**src/rtl/usr_pkg.sv**
```systemverilog
// Shared encodings for the universal shift register: operation modes and
// burst-engine states.
package usr_pkg;

    localparam logic [2:0] MODE_HOLD = 3'd0;
    localparam logic [2:0] MODE_LOAD = 3'd1;
    localparam logic [2:0] MODE_SHL  = 3'd2;
    localparam logic [2:0] MODE_SHR  = 3'd3;
    localparam logic [2:0] MODE_ROL  = 3'd4;
    localparam logic [2:0] MODE_ROR  = 3'd5;
    localparam logic [2:0] MODE_ASR  = 3'd6;
    localparam logic [2:0] MODE_RSVD = 3'd7;

    localparam logic [0:0] ST_IDLE = 1'b0;
    localparam logic [0:0] ST_BUSY = 1'b1;

endpackage

```
**src/rtl/usr_step.sv**
```systemverilog
// One combinational step of the universal shift register: next contents and
// the bit leaving the register for a given mode.
module usr_step
    import usr_pkg::*;
#(
    parameter int WIDTH = 16
) (
    input  logic [WIDTH-1:0] i_q,
    input  logic [WIDTH-1:0] i_d,
    input  logic [2:0]       i_mode,
    input  logic             i_din,
    output logic [WIDTH-1:0] o_q_nxt,
    output logic             o_sout
);

    logic signed [WIDTH-1:0] w_q_s;

    assign w_q_s = $signed(i_q);

    always_comb begin
        o_q_nxt = i_q;
        o_sout  = 1'b0;
        case (i_mode)
            MODE_LOAD: o_q_nxt = i_d;
            MODE_SHL: begin
                o_q_nxt = {i_q[WIDTH-2:0], i_din};
                o_sout  = i_q[WIDTH-1];
            end
            MODE_SHR: begin
                o_q_nxt = {i_din, i_q[WIDTH-1:1]};
                o_sout  = i_q[0];
            end
            MODE_ROL: begin
                o_q_nxt = {i_q[WIDTH-2:0], i_q[WIDTH-1]};
                o_sout  = i_q[WIDTH-1];
            end
            MODE_ROR: begin
                o_q_nxt = {i_q[0], i_q[WIDTH-1:1]};
                o_sout  = i_q[0];
            end
            MODE_ASR: begin
                o_q_nxt = $unsigned(w_q_s >>> 1);
                o_sout  = i_q[0];
            end
            default: ;
        endcase
    end

endmodule

```
**src/rtl/univ_shift_reg.sv**
```systemverilog
// Universal shift register with single-step and N-operation burst engine.
// Optional even-parity output enabled by defining USR_PARITY_EN.
module univ_shift_reg
    import usr_pkg::*;
#(
    parameter int WIDTH = 16,
    parameter int CNT_W = 5
) (
    input  logic             clk,
    input  logic             rst,
    input  logic [WIDTH-1:0] d,
    input  logic             din,
    input  logic [2:0]       mode,
    input  logic             en,
    input  logic             start,
    input  logic [CNT_W-1:0] count,
    output logic [WIDTH-1:0] q,
    output logic             sout,
    output logic             busy,
    output logic             done,
    output logic             parity
);

    logic [WIDTH-1:0] r_q;
    logic [WIDTH-1:0] r_d;
    logic [0:0]       r_state;
    logic [CNT_W-1:0] r_rem;
    logic [2:0]       r_mode;
    logic             r_busy;
    logic             r_done;

    logic [2:0]       w_mode;
    logic [WIDTH-1:0] w_d;
    logic [WIDTH-1:0] w_q_nxt;
    logic             w_sout;

    // During a burst the operation and load data are frozen at start time
    assign w_mode = (r_state == ST_BUSY) ? r_mode : mode;
    assign w_d    = (r_state == ST_BUSY) ? r_d    : d;

    usr_step #(
        .WIDTH (WIDTH)
    ) u_step (
        .i_q     (r_q),
        .i_d     (w_d),
        .i_mode  (w_mode),
        .i_din   (din),
        .o_q_nxt (w_q_nxt),
        .o_sout  (w_sout)
    );

    always_ff @(posedge clk or posedge rst) begin
        if (rst) begin
            r_q     <= '0;
            r_d     <= '0;
            r_state <= ST_IDLE;
            r_rem   <= '0;
            r_mode  <= MODE_HOLD;
            r_busy  <= 1'b0;
            r_done  <= 1'b0;
        end else begin
            r_done <= 1'b0;
            case (r_state)
                ST_IDLE: begin
                    if (start) begin
                        if (count != '0) begin
                            r_mode  <= mode;
                            r_d     <= d;
                            r_rem   <= count;
                            r_busy  <= 1'b1;
                            r_state <= ST_BUSY;
                        end else begin
                            r_done <= 1'b1;
                        end
                    end else if (en) begin
                        r_q <= w_q_nxt;
                    end
                end
                ST_BUSY: begin
                    r_q   <= w_q_nxt;
                    r_rem <= r_rem - CNT_W'(1);
                    if (r_rem == CNT_W'(1)) begin
                        r_busy  <= 1'b0;
                        r_done  <= 1'b1;
                        r_state <= ST_IDLE;
                    end
                end
                default: r_state <= ST_IDLE;
            endcase
        end
    end

    assign q    = r_q;
    assign sout = w_sout;
    assign busy = r_busy;
    assign done = r_done;

`ifdef USR_PARITY_EN
    assign parity = ^r_q;
`else
    assign parity = 1'b0;
`endif

endmodule
```
**config.mk**
```make
export PLATFORM = sky130hd
export DESIGN_NAME = univ_shift_reg
export DESIGN_NICKNAME = d
export VERILOG_FILES = /design/src/rtl/usr_pkg.sv /design/src/rtl/usr_step.sv /design/src/rtl/univ_shift_reg.sv
export SDC_FILE = /design/constraint.sdc
export NUM_CORES = 1
export LEC_CHECK = 0
export ABC_AREA = 1
export CAP_MARGIN = 20
export CORE_UTILIZATION = 45
export CTS_CLUSTER_DIAMETER = 100
export DETAILED_ROUTE_END_ITERATION = 12
export GPL_TIMING_DRIVEN = 0
export HOLD_SLACK_MARGIN = 0.03
export PLACE_DENSITY_LB_ADDON = 0.08
export SETUP_SLACK_MARGIN = 0.02
export SLEW_MARGIN = 20
export SYNTH_ARGS = -nofsm -noshare
export SYNTH_HDL_FRONTEND = slang
export SYNTH_SLANG_ARGS = --single-unit
```
**constraint.sdc**
```tcl
create_clock -name clk -period 1.5 [get_ports clk]
set_input_delay 0.3 -clock clk [delete_from_list [all_inputs] [get_ports clk]]
set_output_delay 0.3 -clock clk [all_outputs]
set_load 0.005 [all_outputs]
```
==> impl_metrics.yaml, run 1 <==
outcome:
  outcome: "complete, but fails checks"
  violations: "setup timing"
synth:
  synth_top_area_share: 0.404
  synth_top_flop_cell: "dfrtp_1"
  ys_ff_latch: 43
  syn-num-nets: 386
  synth_cell_types: 30
  synth.area.top_cells: "dfrtp_1 40%, nand2_1 14%, inv_1 6.5%, o22ai_1 4.0%, nor2_1 3.9%"
  synth_edf_count: 0
  ys_warn_count: 0
  synthArstFlopShare: 1.00
  syn_area_per_cell_um2: 7.50
  syn-cell-area_um2: 2660
  syn-instance-count: 355
  yosysSeqAreaShare: 0.404
  synth_top_area_cell: "dfrtp_1"
sta:
  rsz0062_at_grt: "yes"
  fin_crit_ns: 1.94
  hold_viol: 0
  finalMaxSlewViolations: 0
  worst_slack_ns: -0.440
  skew_ns: 0.00865
  finalSetupViolCount: 17
  timing.final.crit_share: 1.29
  max_clock_freq_ghz: 0.515
final_layout:
  fin_area_um2: 4000
  fin_util: 0.714
  area_growth_pct: 50.3
  mostFrequentLayoutCell: "nand2_1"
  layout_common_cells: "90 x nand2_1, 44 x inv_1, 42 x dfrtp_1, 40 x buf_4, 30 x clkdlybuf4s50_1"
  layout-drive-gt1-share: 0.305
  finish.net_count: 486
  fin_cells: 527
  antenna_cells: 0
flow_run:
  max_cap_viol_count: 0
detailed_routing:
  ant_nets: 0
  vias_per_cell: 5.15
  drc: 0
  drt_iter0_markers: 142
  routed_wirelength_um: 7410
  first_pass_iters: 5
  num_vias: 2713
  wl_per_cell_um: 14.1
placed_design:
  placed_area_um2: 3240
  dp_cells: 475
  port_buffers: 47
  place_congestion: 0.825
  dp.final_hpwl_um: 4550
global_route:
  first_global_vias: 2501
  overflow: 0
  antenna_found_initial: 0
  grt_usage: 0.244
  grt_max_degree: 33
  grt_pass1_wl_um: 11900
worst_setup_path:
  cp_data_arrival_time_ns: 1.64
  crit_path_end_kind: "output port"
  start_kind: "flop"
  critPathKind: "reg2out"
  critPathMaxFanout: 7
  crit_required_ns: 1.20
clock_tree:
  clk_pin_slew_worst_paths_ns: 0.09
  cts.htree.levels: 2
  clock_latency_ns: 0.29
  postCtsHoldBufs: 0
  clockBufferDepth: 2
  cts.sink_count: 43
  cts_buffers: 5
  cts_tree: "done"
  clockRootBuffer: "clkbuf_8"
die:
  die_area_um2: 6230
  start_util: 0.475
  die_y_um: 78.9
  io_pins: 49
  die_w_um: 78.9
  fp-row-count: 27
  fp.coreArea_um2: 5610
hold_path:
  hold_class: "in2async"
-- kinds of logic after synthesis --
family / count (synthesis) / synth area share
other: 1 / 0.00141
AO/OA/AOI/OAI: 61 / 0.146
flip-flops: 43 / 0.404
buffers and inverters: 73 / 0.122
adder cells (fa/ha/maj): 2 / 0.00939
AND/OR/NAND/NOR: 175 / 0.318
-- per-layer routing --
layer	part of all wire	vias to the layer above	wire length [um]	global-route usage
met5	0	-	0	0
met4	0.011	0	80	0.0473
met3	0.056	11	416	0.0506
met2	0.49	86	3600	0.394
met1	0.45	1291	3320	0.340
li1	-	1325	-	-
-- worst max-delay path, stage by stage, from the launching register on --
cell and delay (ns):
dfrtp_1 0.44, buf_6 0.18, nand2_1 0.08, nand2_2 0.11, nand3_4 0.12, nand2_2 0.08
nor2_2 0.15, o22ai_2 0.08, buf_2 0.13
-- synth_stat cells, types with 3 or more instances --
master,number
nand2_1,97
nand3_1,16
nand2_4,6
o22ai_1,17
inv_1,46
nand2_2,7
nand3_2,4
nor2_1,28
nor2_2,9
clkinv_1,5
buf_6,4
a21oi_2,10
buf_2,6
inv_2,5
nand4_1,3
a21oi_1,5
dfrtp_1,43
nand3_4,3
buf_4,3
clkbuf_1,3
o21ai_0,21
o211ai_1,4
-- cell type report --
cell class / count / area, um^2
multi-input cells: 239 / 1470
fillers: 448 / 1600
flip-flops and latches: 43 / 1080
repair buffers: 93 / 893
well taps: 72 / 90.1
clock inverters: 1 / 30.0
inverters: 57 / 219
clock buffers: 6 / 72.6
plain buffers: 16 / 153
-- flip-flops by register name, summed over array words and instances (netlist names) --
| name | count |
|---|---|
| busy | 1 |
| done | 1 |
| q | 16 |
| r_d | 16 |
| r_mode | 3 |
| r_rem | 5 |
| r_state | 1 |
-- metrics by stage --
| stage | hold slack (ns) | TNS [ns] | setup slack (ns) |
|---|---|---|---|
| finish | 0.265 | -5.43 | -0.440 |
| global route | 0.283 | -6.65 | -0.536 |
| global placement | 0.490 | -52.68 | -0.815 |
| detailed placement | 0.490 | -18.37 | -0.767 |
| CTS | 0.268 | -4.41 | -0.348 |
| floorplan | 0.427 | 0 | 0.0683 |
-- worst paths after layout --
path / from / to / slack (ns) / cells after the start
min reg2reg: r_d[8] / r_d[8] / 0.53 / 2
max in group asynchronous: rst / r_d[9] / 0.76 / 3
min in group clk: count[1] / r_rem[1] / 0.28 / 3
min: rst / r_mode[1] / 0.26 / 2
max: r_state / sout / -0.44 / 8
max reg2reg: r_state / q[0] / -0.38 / 14
-- what timing repair did --
item                       4_1_cts  5_1_grt
gates cloned                     3        1
setup endpoints to repair       59       49
pin swaps                       14       16
buffers inserted                31       10
gates resized for setup         46       51
Power of run 1 is left out: the tool's default activity adds up to more than one toggle a clock period on the data nets, which glitch-free logic cannot reach.
==> run 2, diff against run 1 <==
Settings changed: CORE_MARGIN set to 8, DONT_BUFFER_PORTS set to 1.
==> run 2 against run 1 <==
  * The flow still finishes with violations (setup timing)
  * Cell area shrank 22%
  * Maximum frequency grew 12%
  * Critical endpoint unchanged
  * Flip-flop and latch count unchanged
  * Via count is 17% lower
  * Register-to-register slack gained 0.21 ns
  * Clock-buffer cell count is the same
==> impl_metrics.yaml, run 2 (synthesis gave the netlist of run 1 again) <==
outcome:
  outcome: "complete, but fails checks"
  violations: "setup timing"
sta:
  max_clock_freq_ghz: 0.578
  timing.final.crit_share: 1.15
  finalSetupViolCount: 17
  fin_crit_ns: 1.73
  rsz0062_at_grt: "yes"
  worst_slack_ns: -0.231
  finalMaxSlewViolations: 0
  hold_viol: 0
  skew_ns: 0.0100
clock_tree:
  cts.htree.levels: 2
  clockBufferDepth: 2
  cts.sink_count: 43
  cts_tree: "done"
  cts_buffers: 5
  clockRootBuffer: "clkbuf_8"
  clk_pin_slew_worst_paths_ns: 0.08
  clock_latency_ns: 0.30
global_route:
  antenna_found_initial: 0
  grt_usage: 0.162
  grt_pass1_wl_um: 11200
  first_global_vias: 2225
  overflow: 0
  grt_max_degree: 24
placed_design:
  port_buffers: 0
  place_congestion: 0.765
  dp.final_hpwl_um: 4840
detailed_routing:
  wl_per_cell_um: 14.6
  vias_per_cell: 4.94
  ant_nets: 0
  first_pass_iters: 4
  routed_wirelength_um: 6670
  drt_iter0_markers: 98
  drc: 0
  num_vias: 2254
worst_setup_path:
  cp_data_arrival_time_ns: 1.43
  critPathKind: "reg2out"
  critPathMaxFanout: 7
  crit_required_ns: 1.20
  crit_path_end_kind: "output port"
  start_kind: "flop"
final_layout:
  n_fill_cell: 580
  layout_common_cells: "89 x nand2_1, 44 x inv_1, 43 x dfrtp_1, 25 x nor2_1, 21 x o21ai_0"
  area_growth_pct: 17.9
  antenna_cells: 0
  fin_util: 0.540
  mostFrequentLayoutCell: "nand2_1"
  finish.net_count: 411
  layout-drive-gt1-share: 0.273
flow_run:
  max_cap_viol_count: 0
die:
  start_util: 0.458
  fp.coreArea_um2: 5820
  die_w_um: 92.9
  io_pins: 49
  fp-row-count: 28
  die_y_um: 92.9
  die_area_um2: 8640
hold_path:
  hold_class: "in2reg"
-- run 2: stage by stage --
stage          instance area [um^2]  instances  worst slack (ns)  setup TNS [ns]  hold slack (ns)
2_1_floorplan                  2660        355            0.0683               0            0.427
3_3_place_gp                   2760        430            -0.416          -20.52            0.437
3_5_place_dp                   2780        431            -0.144           -2.61            0.240
4_1_cts                        3080        455            -0.239           -2.62            0.123
5_1_grt                        3140        456            -0.306           -4.41            0.142
6_report                       3140        456            -0.231           -2.34            0.131
-- run 2: timing repair --
action,4_1_cts,5_1_grt
hold buffers,1,0
resized for setup,27,17
endpoints found under the hold margin,20,0
setup buffers,14,1
gates cloned,1,0
setup endpoints to repair,20,25
pin swaps,19,6
-- run 2: final timing paths --
check / slack (ns) / endpoint / depth (start not counted) / start
setup / recovery: -0.23 / sout / 7 / r_state
hold / removal: 0.13 / r_rem[1] / 2 / count[1]
setup reg to reg: -0.17 / q[1] / 10 / r_state
hold reg to reg: 0.52 / r_mode[0] / 2 / r_mode[0]
max in group asynchronous: 0.51 / q[4] / 3 / rst
min in group asynchronous: 0.49 / r_rem[1] / 2 / rst
-- run 2: layout make-up --
cell class                      instances  area, um^2  share of cell area
Multi-Input combinational cell        239        1370               0.435
Sequential cell                        43        1080               0.342
Inverter                               57         219              0.0697
Timing Repair Buffer                   18         161              0.0514
Buffer                                 16         139              0.0442
Tap cell                               75        93.8              0.0299
Clock buffer                            6        72.6              0.0231
Clock inverter                          2        12.5             0.00398
-- run 2: layer usage --
layer  wire length, um  track usage  up-vias
li1                  -            -     1171
met1              3300        0.223     1035
met2              2920        0.241       42
met3               368       0.0453        6
met4                68       0.0403        0
met5                 0            0        -
-- run 2: critical path: stages, from the launching register on --
cell	delay (ns)
dfrtp_1	0.41
buf_6	0.16
nand2_2	0.07
nand2_4	0.11
nand3_2	0.09
nand2_4	0.09
inv_2	0.05
o22ai_2	0.15
Power of run 2 is left out for the same reason.
==> run 3, diff against run 2 <==
Settings changed: RECOVER_POWER set to 25.
==> run 3 against run 2 <==
  * The flow still finishes with violations (setup timing)
  * Register-to-register slack about the same
  * Critical path depth is the same
  * Clock skew did not move
  * Cell count is the same
  * Clock-buffer cell count unchanged
  * Maximum frequency hardly changed
  * Non-clock buffer count unchanged
  * Worst setup slack about the same
  * Cell area did not move
  * Die area unchanged
==> impl_metrics.yaml, run 3 (synthesis gave the netlist of run 1 again) <==
outcome:
  outcome: "complete, but fails checks"
  violations: "setup timing"
die:
  die_area_um2: 8640
  fp.coreArea_um2: 5820
  die_w_um: 92.9
  io_pins: 49
  start_util: 0.458
  fp-row-count: 28
  die_y_um: 92.9
detailed_routing:
  drc: 0
  first_pass_iters: 4
  ant_nets: 0
  routed_wirelength_um: 6670
  wl_per_cell_um: 14.6
  vias_per_cell: 4.94
  num_vias: 2254
  drt_iter0_markers: 98
clock_tree:
  cts_tree: "done"
  cts_buffers: 5
  clockRootBuffer: "clkbuf_8"
  cts.htree.levels: 2
  clockBufferDepth: 2
  clock_latency_ns: 0.30
  cts.sink_count: 43
  clk_pin_slew_worst_paths_ns: 0.08
sta:
  hold_viol: 0
  rsz0062_at_grt: "yes"
  finalSetupViolCount: 17
  skew_ns: 0.0100
  worst_slack_ns: -0.230
  slew_headroom: 0.402
  max_clock_freq_ghz: 0.578
  fin_tns_setup_ns: -2.33
  finalMaxSlewViolations: 0
  fin_crit_ns: 1.73
  tightestPinTransition_ns: 0.896
  timing.final.crit_share: 1.15
worst_setup_path:
  r2r-start: "r_state"
  critPathKind: "reg2out"
  r2r_cells: 10
  critPathMaxFanout: 7
  crit_path_top_delay_cell: "dfrtp_1"
  crit_path_end_kind: "output port"
  crit_required_ns: 1.20
  cp_data_arrival_time_ns: 1.43
  start_kind: "flop"
  crit_chain: "buf_6 -> nand2_2 -> nand2_4 -> nand3_2 -> nand2_4 -> inv_2 -> o22ai_2"
  crit_top_cell: "nand2_4"
  reg2reg_to: "q[1]"
  max_stage_delay_ns: 0.41
  ff2ff_setup_slack_ns: -0.17
final_layout:
  finish.net_count: 411
  multiInputGateArea_um2: 1370
  layout-drive-gt1-share: 0.270
  n_fill_cell: 580
  final-seq-area_um2: 1080
  layout_common_cells: "89 x nand2_1, 45 x inv_1, 43 x dfrtp_1, 25 x nor2_1, 21 x o21ai_0"
  fin_cells: 456
  antenna_cells: 0
  mostFrequentLayoutCell: "nand2_1"
  area_growth_pct: 17.9
  fin_area_um2: 3140
flow_run:
  max_cap_viol_count: 0
global_route:
  first_global_vias: 2225
  antenna_found_initial: 0
  grt_max_degree: 24
  overflow: 0
  grt_usage: 0.162
  grt_pass1_wl_um: 11200
hold_path:
  min-delay-start: "count[1]"
  hold_depth: 2
  hold_end: "r_rem[1]"
  hold_class: "in2reg"
placed_design:
  placed_area_um2: 2780
  dp_cells: 431
  dp.final_hpwl_um: 4840
  port_buffers: 0
  dp_slack_ns: -0.144
  place_congestion: 0.765
-- run 3: cell count changes in the layout (fill, tap and decap cells not counted) --
cell	delta
inv_1	+1
inv_2	-1
-- run 3: cell type report --
type	instances	area share
flip-flops and latches	43	0.342
inverters	57	0.0697
clock inverters	2	0.00398
multi-input cells	239	0.435
well taps	75	0.0299
plain buffers	16	0.0442
repair buffers	18	0.0514
clock buffers	6	0.0231
-- run 3: what timing repair did --
item                                   4_1_cts  5_1_grt
setup buffers                               14        1
pin swaps                                   19        6
endpoints found under the hold margin       20        0
hold buffers                                 1        0
resized for setup                           27       17
gates cloned                                 1        0
setup endpoints to repair                   20       25
-- run 3: worst max path at each step --
stage	from	endpoint	slack (ns)	cells after the start
final	r_state	sout	-0.23	7
after global routing	r_state	sout	-0.31	7
after CTS	r_state	sout	-0.24	7
after detailed placement	count[1]	r_rem[2]	-0.14	9
after global placement	rst	q[9]	-0.42	1
after floorplan	r_state	q[10]	0.07	10
-- run 3: through the flow --
stage | utilization | hold WS (ns)
3_3_place_gp | 0.474 | 0.437
6_report | 0.540 | 0.131
4_1_cts | 0.530 | 0.123
2_1_floorplan | - | 0.427
5_1_grt | 0.540 | 0.142
3_5_place_dp | 0.478 | 0.240
-- run 3: metal layers --
metal,part of all wire,track usage,vias up
li1,-,-,1171
met1,0.50,0.223,1035
met2,0.44,0.241,42
met3,0.055,0.0453,6
met4,0.010,0.0403,0
met5,0,0,-
-- run 3: critical path: cells and delay by family, from the launching register on --
family | cells | cell delay [ns]
compound gates | 1 | 0.15
simple gates | 4 | 0.36
flops | 1 | 0.41
buf+inv | 2 | 0.21
Power of run 3 is left out for the same reason.
